`config.mk`:
```
export PLATFORM = sky130hd
export DESIGN_NAME = dma_rf_sequencer
export DESIGN_NICKNAME = d
export VERILOG_FILES = /design/src/rtl/dma_pkg.sv /design/src/rtl/dma_addr_cursor.sv /design/src/rtl/dma_rf_sequencer.sv
export SDC_FILE = /design/constraint.sdc
export NUM_CORES = 1
export LEC_CHECK = 0
export ABC_AREA = 0
export CAP_MARGIN = 20
export CORE_UTILIZATION = 45
export DETAILED_ROUTE_END_ITERATION = 8
export MAX_ROUTING_LAYER = met4
export PLACE_DENSITY = 0.91
export SLEW_MARGIN = 20
export SYNTH_ARGS = -nofsm -noshare
export SYNTH_HDL_FRONTEND = slang
export SYNTH_SLANG_ARGS = --single-unit
```
`constraint.sdc`:
```
create_clock -name clk -period 2 [get_ports clk]
set_clock_uncertainty 0.05 [all_clocks]
set_input_delay 0.2 -clock clk [delete_from_list [all_inputs] [get_ports clk]]
set_output_delay 0.2 -clock clk [all_outputs]
set_load 0.05 [all_outputs]
```
`src/rtl/dma_pkg.sv`:
```
// Shared encodings for the DMA register-file sequencer: register file op/type
// codes and the channel state machine states.
package dma_pkg;

    localparam logic [1:0] OP_STORE = 2'b00;
    localparam logic [1:0] OP_LOAD  = 2'b01;

    localparam logic [1:0] TYPE_MEM = 2'b00;
    localparam logic [1:0] TYPE_NOP = 2'b01;
    localparam logic [1:0] TYPE_IO  = 2'b11;

    typedef enum logic [2:0] {
        IDLE,
        REQ_BUS,
        ISSUE,
        WAIT_ACK,
        NEXT,
        RELEASE
    } dmaState_t;

    function automatic logic [1:0] rfTypeFor(input logic devSel);
        return devSel ? TYPE_IO : TYPE_MEM;
    endfunction

    function automatic logic [1:0] rfOpFor(input logic dir);
        return dir ? OP_LOAD : OP_STORE;
    endfunction

endpackage

```
`src/rtl/dma_addr_cursor.sv`:
```
// Register/memory cursors and remaining-word counter for one DMA block.
// Cursors wrap naturally at their widths; the loaded count is clamped to the register file size.
module dma_addr_cursor
    import dma_pkg::*;
#(
    parameter int REG_AW = 4,
    parameter int MEM_AW = 8,
    parameter int CNT_W  = 5
) (
    input  logic              clk,
    input  logic              rst_n,
    input  logic              i_load,
    input  logic              i_advance,
    input  logic              i_decrement,
    input  logic [REG_AW-1:0] i_reg_base,
    input  logic [MEM_AW-1:0] i_mem_base,
    input  logic [CNT_W-1:0]  i_count,
    output logic [REG_AW-1:0] o_cur_reg,
    output logic [MEM_AW-1:0] o_cur_mem,
    output logic [CNT_W-1:0]  o_remaining
);

    localparam logic [CNT_W-1:0] MAX_CNT = CNT_W'(2 ** REG_AW);

    logic [REG_AW-1:0] r_curReg;
    logic [MEM_AW-1:0] r_curMem;
    logic [CNT_W-1:0]  r_remaining;
    logic [CNT_W-1:0]  w_countClamped;

    assign w_countClamped = (i_count > MAX_CNT) ? MAX_CNT : i_count;

    always_ff @(posedge clk or negedge rst_n) begin
        if (!rst_n) begin
            r_curReg    <= '0;
            r_curMem    <= '0;
            r_remaining <= '0;
        end else if (i_load) begin
            r_curReg    <= i_reg_base;
            r_curMem    <= i_mem_base;
            r_remaining <= w_countClamped;
        end else begin
            if (i_advance) begin
                r_curReg <= r_curReg + REG_AW'(1);
                r_curMem <= r_curMem + MEM_AW'(1);
            end
            // Decrement may coincide with an advance on a grant-loss pause.
            if (i_decrement && (r_remaining != '0)) begin
                r_remaining <= r_remaining - CNT_W'(1);
            end
        end
    end

    assign o_cur_reg   = r_curReg;
    assign o_cur_mem   = r_curMem;
    assign o_remaining = r_remaining;

endmodule

```
`src/rtl/dma_rf_sequencer.sv`:
```
// DMA channel controller: arbitrates for the bus, then moves a block of words
// between the register file and memory/IO one mem_req/mem_ack handshake at a time.
module dma_rf_sequencer
    import dma_pkg::*;
#(
    parameter int REG_AW = 4,
    parameter int MEM_AW = 8,
    parameter int CNT_W  = 5
) (
    input  logic              clk,
    input  logic              rst_n,
    input  logic              i_start,
    input  logic              i_dir,
    input  logic              i_dev_sel,
    input  logic [REG_AW-1:0] i_reg_base,
    input  logic [MEM_AW-1:0] i_mem_base,
    input  logic [CNT_W-1:0]  i_count,
    input  logic              i_abort,
    output logic              o_bus_req,
    input  logic              i_bus_grant,
    output logic              o_mem_req,
    output logic [MEM_AW-1:0] o_mem_addr,
    input  logic              i_mem_ack,
    output logic [1:0]        o_rf_op,
    output logic [1:0]        o_rf_type,
    output logic [MEM_AW-1:0] o_rf_next_source,
    output logic [MEM_AW-1:0] o_rf_destination,
    output logic              o_rf_regwrite,
    output logic              o_busy,
    output logic              o_done,
    output logic              o_aborted,
    output logic [CNT_W-1:0]  o_remaining
);

    dmaState_t r_state;
    dmaState_t w_stateNext;

    logic r_dir;
    logic r_devSel;
    logic r_zeroDone;
    logic r_abortPend;

    logic w_load;
    logic w_advance;
    logic w_decrement;
    logic w_abort;

    logic [REG_AW-1:0] w_curReg;
    logic [MEM_AW-1:0] w_curMem;
    logic [CNT_W-1:0]  w_remaining;

    dma_addr_cursor #(
        .REG_AW (REG_AW),
        .MEM_AW (MEM_AW),
        .CNT_W  (CNT_W)
    ) u_cursor (
        .clk         (clk),
        .rst_n       (rst_n),
        .i_load      (w_load),
        .i_advance   (w_advance),
        .i_decrement (w_decrement),
        .i_reg_base  (i_reg_base),
        .i_mem_base  (i_mem_base),
        .i_count     (i_count),
        .o_cur_reg   (w_curReg),
        .o_cur_mem   (w_curMem),
        .o_remaining (w_remaining)
    );

    // A short abort pulse during a word is remembered so the word can finish first.
    assign w_abort = i_abort | r_abortPend;

    always_ff @(posedge clk or negedge rst_n) begin
        if (!rst_n) begin
            r_state     <= IDLE;
            r_dir       <= 1'b0;
            r_devSel    <= 1'b0;
            r_zeroDone  <= 1'b0;
            r_abortPend <= 1'b0;
        end else begin
            r_state    <= w_stateNext;
            r_zeroDone <= (r_state == IDLE) && i_start && (i_count == '0);
            if ((r_state == IDLE) && i_start) begin
                r_dir    <= i_dir;
                r_devSel <= i_dev_sel;
            end
            if ((r_state == IDLE) || (r_state == RELEASE)) begin
                r_abortPend <= 1'b0;
            end else if (i_abort) begin
                r_abortPend <= 1'b1;
            end
        end
    end

    always_comb begin
        w_stateNext      = r_state;
        w_load           = 1'b0;
        w_advance        = 1'b0;
        w_decrement      = 1'b0;
        o_bus_req        = 1'b0;
        o_mem_req        = 1'b0;
        o_mem_addr       = '0;
        o_rf_op          = OP_STORE;
        o_rf_type        = TYPE_NOP;
        o_rf_next_source = '0;
        o_rf_destination = '0;
        o_rf_regwrite    = 1'b0;
        o_done           = r_zeroDone;
        o_aborted        = 1'b0;

        case (r_state)
            IDLE: begin
                if (i_start) begin
                    w_load = 1'b1;
                    if (i_count != '0) begin
                        w_stateNext = REQ_BUS;
                    end
                end
            end

            REQ_BUS: begin
                o_bus_req = 1'b1;
                if (w_abort) begin
                    w_stateNext = RELEASE;
                end else if (i_bus_grant) begin
                    w_stateNext = ISSUE;
                end
            end

            ISSUE, WAIT_ACK: begin
                o_bus_req        = 1'b1;
                o_mem_req        = 1'b1;
                o_mem_addr       = w_curMem;
                o_rf_op          = rfOpFor(r_dir);
                o_rf_type        = rfTypeFor(r_devSel);
                o_rf_next_source = MEM_AW'(w_curReg);
                o_rf_destination = MEM_AW'(w_curReg);
                o_rf_regwrite    = r_dir;
                if (r_state == ISSUE) begin
                    w_stateNext = WAIT_ACK;
                end else if (i_mem_ack) begin
                    w_decrement = 1'b1;
                    if ((w_remaining == CNT_W'(1)) || w_abort) begin
                        w_stateNext = RELEASE;
                    end else if (!i_bus_grant) begin
                        // Step past the finished word so the resumed block picks up at the next one.
                        w_advance   = 1'b1;
                        w_stateNext = REQ_BUS;
                    end else begin
                        w_stateNext = NEXT;
                    end
                end
            end

            NEXT: begin
                o_bus_req = 1'b1;
                if (w_abort) begin
                    w_stateNext = RELEASE;
                end else begin
                    w_advance   = 1'b1;
                    w_stateNext = ISSUE;
                end
            end

            RELEASE: begin
                o_done      = 1'b1;
                o_aborted   = (w_remaining != '0);
                w_stateNext = IDLE;
            end

            default: begin
                w_stateNext = IDLE;
            end
        endcase
    end

    assign o_busy      = (r_state != IDLE);
    assign o_remaining = w_remaining;

endmodule

```
==> impl_metrics.csv, run 1 <==
group,metric,value,unit
route,drt-initial-drc-count,146,
route,drcViolationCount,0,
synth,synthTopCellsByArea,"dfrtp_1 34%, buf_4 6.0%, a21oi_1 5.4%, and2_1 5.0%, ha_1 3.6%",
worst_setup_path,rr_startpoint,"u_cursor.o_remaining[0]",
worst_setup_path,cp-start-kind,"flip-flop",
route,viasPerCell,5.637,
final_layout,layout_commonest_cell,"clkdlybuf4s50_1",
sta,hold_viol,0,
sta,worst_slack,28.38,ps
synth,ys_ff_latch,24,
synth,syn_area,0.001757,sq mm
final_layout,diodes,0,
synth,avgSynthCellArea,8.528,sq um
place,port_buffers,54,
synth,async_flop_share,1.000,
route,wl_met1,1923,um
run_status,status,"completed",
synth,synth.top_cell.area_share,0.3419,
synth,synth_edf_count,0,
sta,relSlewSlack,0.6631,
floorplanning,rows,22,
place,dpl.cell_count,313,
route,top_layer_used,"met4",
sta,slew_viol_final,0,
floorplanning,start_util,0.4727,
worst_setup_path,critPathMaxFanout,4,
clock_network,cts.sinks,24,
final_layout,nets,300,
final_layout,most-common-layout-cells,"29 x clkdlybuf4s50_1, 25 x buf_4, 22 x buf_12, 22 x dfrtp_1, 19 x a21oi_1",
place,dpl.hpwl,3536,um
final_layout,largest_register_ffs,8,
synth,synthCells,206,
worst_setup_path,worst_ep_arrival_time,2080,ps
grt,grt_overflow,0,
pwr,ir_drop,1.060,mV
synth,netlist-cell-type-count,54,
pwr,p_per_area,1403,mW/mm^2
clock_network,htreeDepth,1,
pwr,power_leakage,1.138,nW
final_layout,area_delta_synth_final,53.35,%
clock_network,hold_buffers,0,
route,met2_length,2440,um
grt,antenna_found_initial,0,
worst_setup_path,endpoint_kind,"flip-flop",
pwr,power,3.780,mW
sta,fmax,507.2,MHz
route,postRouteWirelength,4727,um
clock_network,clk_latency,270,ps
flow_run,drv_cap,0,
route,vias,1787,
synth,ys_warn_count,0,
synth,ys_seq_area_frac,0.3419,
synth,ys.flop_type,"dfrtp_1",
worst_setup_path,startpoint,"u_cursor.o_remaining[0]",
grt,grt_pass1_wl,7652,um
route,drtAntennaViolNets,0,
place,dp_slack,-75.32,ps
sta,setup_viol,0,
grt,grt_pass1_vias,1646,
clock_network,cts_tree,"done",
floorplanning,die-area,0.004158,sq mm
synth,synth_area_leader_cell,"dfrtp_1",
sta,rsz0062_at_grt,"yes",
sta,worstMarginPinSlew,503.8,ps
sta,finalSetupTns,0,ps
clock_network,cts_root_buf,"clkbuf_8",
place,place.gp.congestion,0.8823,
final_layout,fin_area,0.002694,sq mm
route,drt-wirelength-per-cell,14.91,um
clock_network,path_clk_slew,90,ps
min_path,hp-class,"in2async",
final_layout,layout-drive-gt1-share,0.2639,
floorplanning,core-area,0.003716,sq mm
final_layout,fin_util,0.7249,
place,postPlaceCellArea,0.002610,sq mm
sta,holdWs,245.1,ps
grt,grt_max_degree,25,
sta,period_minus_slack,1972,ps
clock_network,clockBufferDepth,2,
route,wl_met3,284,um
route,drtPass1Iterations,4,
worst_setup_path,required,2110,ps
final_layout,fin_cells,317,
floorplanning,die_y,64.48,um
floorplanning,fp.dieW,64.48,um
sta,period_share,0.9858,
floorplanning,ioPinCount,64,
worst_setup_path,worstSetupPathType,"reg2reg",
grt,grt_use_total,0.2439,
clock_network,cts-buffers-inserted,3,
layer usage:
layer	track usage	vias to the layer above
met4	0.08056	0
met3	0.03169	9
li1	-	850
met5	-	-
met1	0.2860	851
met2	0.4303	77
cell type report:
cell class | instances | area (sq um)
timing repair buffer | 77 | 929.6
clock buffer | 4 | 45.04
multi-input combinational | 157 | 1030
tap | 48 | 60.06
sequential | 24 | 603.1
fill | 253 | 1022
inverter | 7 | 26.28
cells by family after synthesis:
| family | after synthesis | share of synthesized area |
|---|---|---|
| buf+inv | 33 | 0.1118 |
| mux | 3 | 0.01781 |
| simple gates | 80 | 0.2585 |
| compound gates | 56 | 0.2123 |
| xor+xnor | 4 | 0.01995 |
| flops | 24 | 0.3419 |
| other cells | 1 | 0.002135 |
| fa+ha+maj | 5 | 0.03561 |
power by group:
part	internal (mW)	switching, mW
Sequential	0.717	0.242
Clock	0.143	0.158
Combinational	1.11	1.41
Total	1.97	1.81
synthesized netlist by cell type (2+ instances only):
cell       n
nor2b_1    2
buf_4     14
dfrtp_1   24
clkbuf_1   5
and2_1    14
ha_1       5
xor2_1     3
nor2_1    16
nor3_1     6
a31o_1     2
a21oi_1   19
o2bb2a_1   2
o22a_1     4
o21ai_0    4
a22oi_1    2
and4b_1    2
buf_6      2
mux2i_1    2
or3_1      3
buf_2      4
a31oi_1    6
nand3b_1   2
nand3_1    9
nand2_1   11
inv_1      7
nand2b_1   4
o21ai_1    3
o22ai_1    3
final timing paths:
kind | end | slack [ps] | cells past startpoint
max | u_cursor.o_remaining[2] | 30 | 6
min | u_cursor.o_remaining[0] | 250 | 2
max reg2reg | u_cursor.o_remaining[2] | 30 | 6
min reg2reg | r_dir | 430 | 2
max in group asynchronous | u_cursor.o_remaining[1] | 1400 | 2
min in group clk | r_devSel | 410 | 3
critical path, cell delays in order, from the launching register on:
cell and delay (ps):
dfrtp_2 430, inv_1 80, ha_1 220, or4b_2 660, nand3_2 120, xor2_1 180, a21oi_1 110
timing repair:
item,in CTS,in global routing
setup buffers,0,0
endpoints found under the setup margin,5,12
gates resized for setup,1,10
pin swaps,0,0
Note: power is estimated with default switching activity, not from simulation.
==> run 2, diff against run 1 <==
clock period = 2.1 ns   (was 2 ns; I/O delays follow)
==> run 2 against run 1 <==
Effect of this change: first-iteration DRC count shrank 34%; final area is 4.7% lower; fmax decreased by 3.3%; combinational power fell by 14%; register-to-register slack better by 30 ps; critical endpoint is now u_cursor.o_cur_mem[0]; die area stayed put; sequential power is essentially flat; power is 9.9% lower; non-clock buffer count shrank 10; clock-buffer cell count is the same.
==> impl_metrics.csv, run 2 (synthesized netlist as in run 1, its figures left out) <==
group,metric,value,unit
run_status,status,"completed",
place,port_buffers,54,
sta,relSlewSlack,0.6539,
floorplanning,start_util,0.4727,
sta,worst_slack,60.29,ps
floorplanning,rows,22,
route,drcViolationCount,0,
sta,period_share,0.9713,
floorplanning,core-area,0.003716,sq mm
clock_network,hold_buffers,0,
worst_setup_path,reg2reg_depth,8,
clock_network,clockBufferDepth,2,
route,postRouteWirelength,4597,um
clock_network,cts_root_buf,"clkbuf_8",
worst_setup_path,rrSetupSlack,60,ps
grt,grt_pass1_vias,1724,
worst_setup_path,critPathMaxFanout,11,
route,vias,1749,
sta,holdWs,256.9,ps
worst_setup_path,cp_cell_sequence,"inv_1 > ha_1 > nor4b_1 > buf_4 > or3_4 > buf_12 > a31o_1 > a31oi_1",
final_layout,layout_commonest_cell,"clkdlybuf4s50_1",
grt,grt_overflow,0,
clock_network,postCtsSetupBuffers,0,
worst_setup_path,cp-start-kind,"flip-flop",
route,viasPerCell,5.697,
pwr,p_per_area,1327,mW/mm^2
grt,grt_use_total,0.2359,
worst_setup_path,rr_startpoint,"u_cursor.o_remaining[1]",
final_layout,most-common-layout-cells,"29 x clkdlybuf4s50_1, 22 x dfrtp_1, 21 x buf_12",
sta,slew_viol_final,0,
route,drt-wirelength-per-cell,14.97,um
floorplanning,die-area,0.004158,sq mm
worst_setup_path,cp_slowest_cell,"dfrtp_2",
clock_network,cts_tree,"done",
sta,finalSetupTns,0,ps
clock_network,htreeDepth,1,
sta,fmax,490.3,MHz
clock_network,path_clk_slew,80,ps
flow_run,drv_cap,0,
final_layout,area_delta_synth_final,46.15,%
worst_setup_path,endpoint_kind,"flip-flop",
clock_network,cts.sinks,24,
route,drtPass1Iterations,4,
worst_setup_path,required,2230,ps
sta,setup_viol,0,
route,drtAntennaViolNets,0,
clock_network,cts_resized,0,
worst_setup_path,max_stage_delay,400,ps
worst_setup_path,worst_ep_arrival_time,2170,ps
grt,antenna_found_initial,0,
place,place.gp.congestion,0.8944,
floorplanning,die_y,64.48,um
min_path,hp-class,"in2async",
route,drt-initial-drc-count,96,
floorplanning,fp.dieW,64.48,um
grt,grt_pass1_wl,7610,um
sta,rsz0062_at_grt,"no",
worst_setup_path,worstSetupPathType,"reg2reg",
clock_network,clk_latency,270,ps
final_layout,layout-drive-gt1-share,0.2046,
final_layout,seq_area,603.1,sq um
final_layout,nets,290,
pwr,power_leakage,1.083,nW
place,dp_slack,-15.42,ps
pwr,power,3.407,mW
sta,hold_viol,0,
final_layout,multi_input_area,994.7,sq um
worst_setup_path,rr_endpoint,"u_cursor.o_cur_mem[0]",
grt,grt_max_degree,25,
final_layout,largest_register_ffs,8,
clock_network,cts-buffers-inserted,3,
floorplanning,ioPinCount,64,
sta,period_minus_slack,2040,ps
final_layout,fin_util,0.6909,
pwr,ir_drop,0.8229,mV
sta,worstMarginPinSlew,517.5,ps
final_layout,fillers,264,
place,dpl.hpwl,3342,um
final_layout,diodes,0,
run 2: cell count changes in the layout (fill, tap and decap cells not counted), sizes merged:
cell	delta
buf	-10
run 2: final cells by class:
class                           count  share of cell area
Clock buffer                        4             0.01754
Inverter                            7             0.01023
Multi-Input combinational cell    157              0.3874
Tap cell                           48             0.02339
Timing Repair Buffer               67              0.3265
Sequential cell                    24              0.2349
run 2: critical path: cells and delay by family, from the launching register on:
| family | cells | cell delay [ps] |
|---|---|---|
| buf+inv | 3 | 390 |
| flops | 1 | 400 |
| fa+ha+maj | 1 | 190 |
| simple gates | 2 | 550 |
| compound gates | 2 | 380 |
run 2: how the worst max path moves through the flow:
stage,cells past startpoint,to,slack (ps),startpoint
final,8,u_cursor.o_cur_mem[0],60,u_cursor.o_remaining[1]
after global routing,8,u_cursor.o_cur_mem[2],7,u_cursor.o_remaining[1]
after CTS,6,u_cursor.o_cur_reg[2],10,u_cursor.o_remaining[0]
after detailed placement,5,u_cursor.o_cur_reg[2],-20,i_bus_grant
after global placement,5,u_cursor.o_cur_reg[2],30,i_abort
after floorplan,6,u_cursor.o_cur_mem[4],20,u_cursor.o_remaining[0]
run 2: power by group:
part	switching [mW]	total, mW	leakage, nW	internal [mW]
registers	0.273	0.956	0.287	0.683
clock network	0.145	0.281	0.0228	0.136
logic	1.26	2.17	0.772	0.912
total	1.68	3.41	1.08	1.73
run 2: routing by layer:
layer  global-route usage  vias to the layer above  wire (um)
met5                    -                        -          0
met4              0.06944                        0         44
met3              0.03873                        4        293
met2               0.4158                       74       2343
met1               0.2751                      851       1915
li1                     -                      820          -
run 2: stage by stage:
stage               instance area, sq um  cells
global placement                    2521    303
floorplan                           1797    214
finish                              2567    307
global route                        2567    307
detailed placement                  2521    303
CTS                                 2566    307
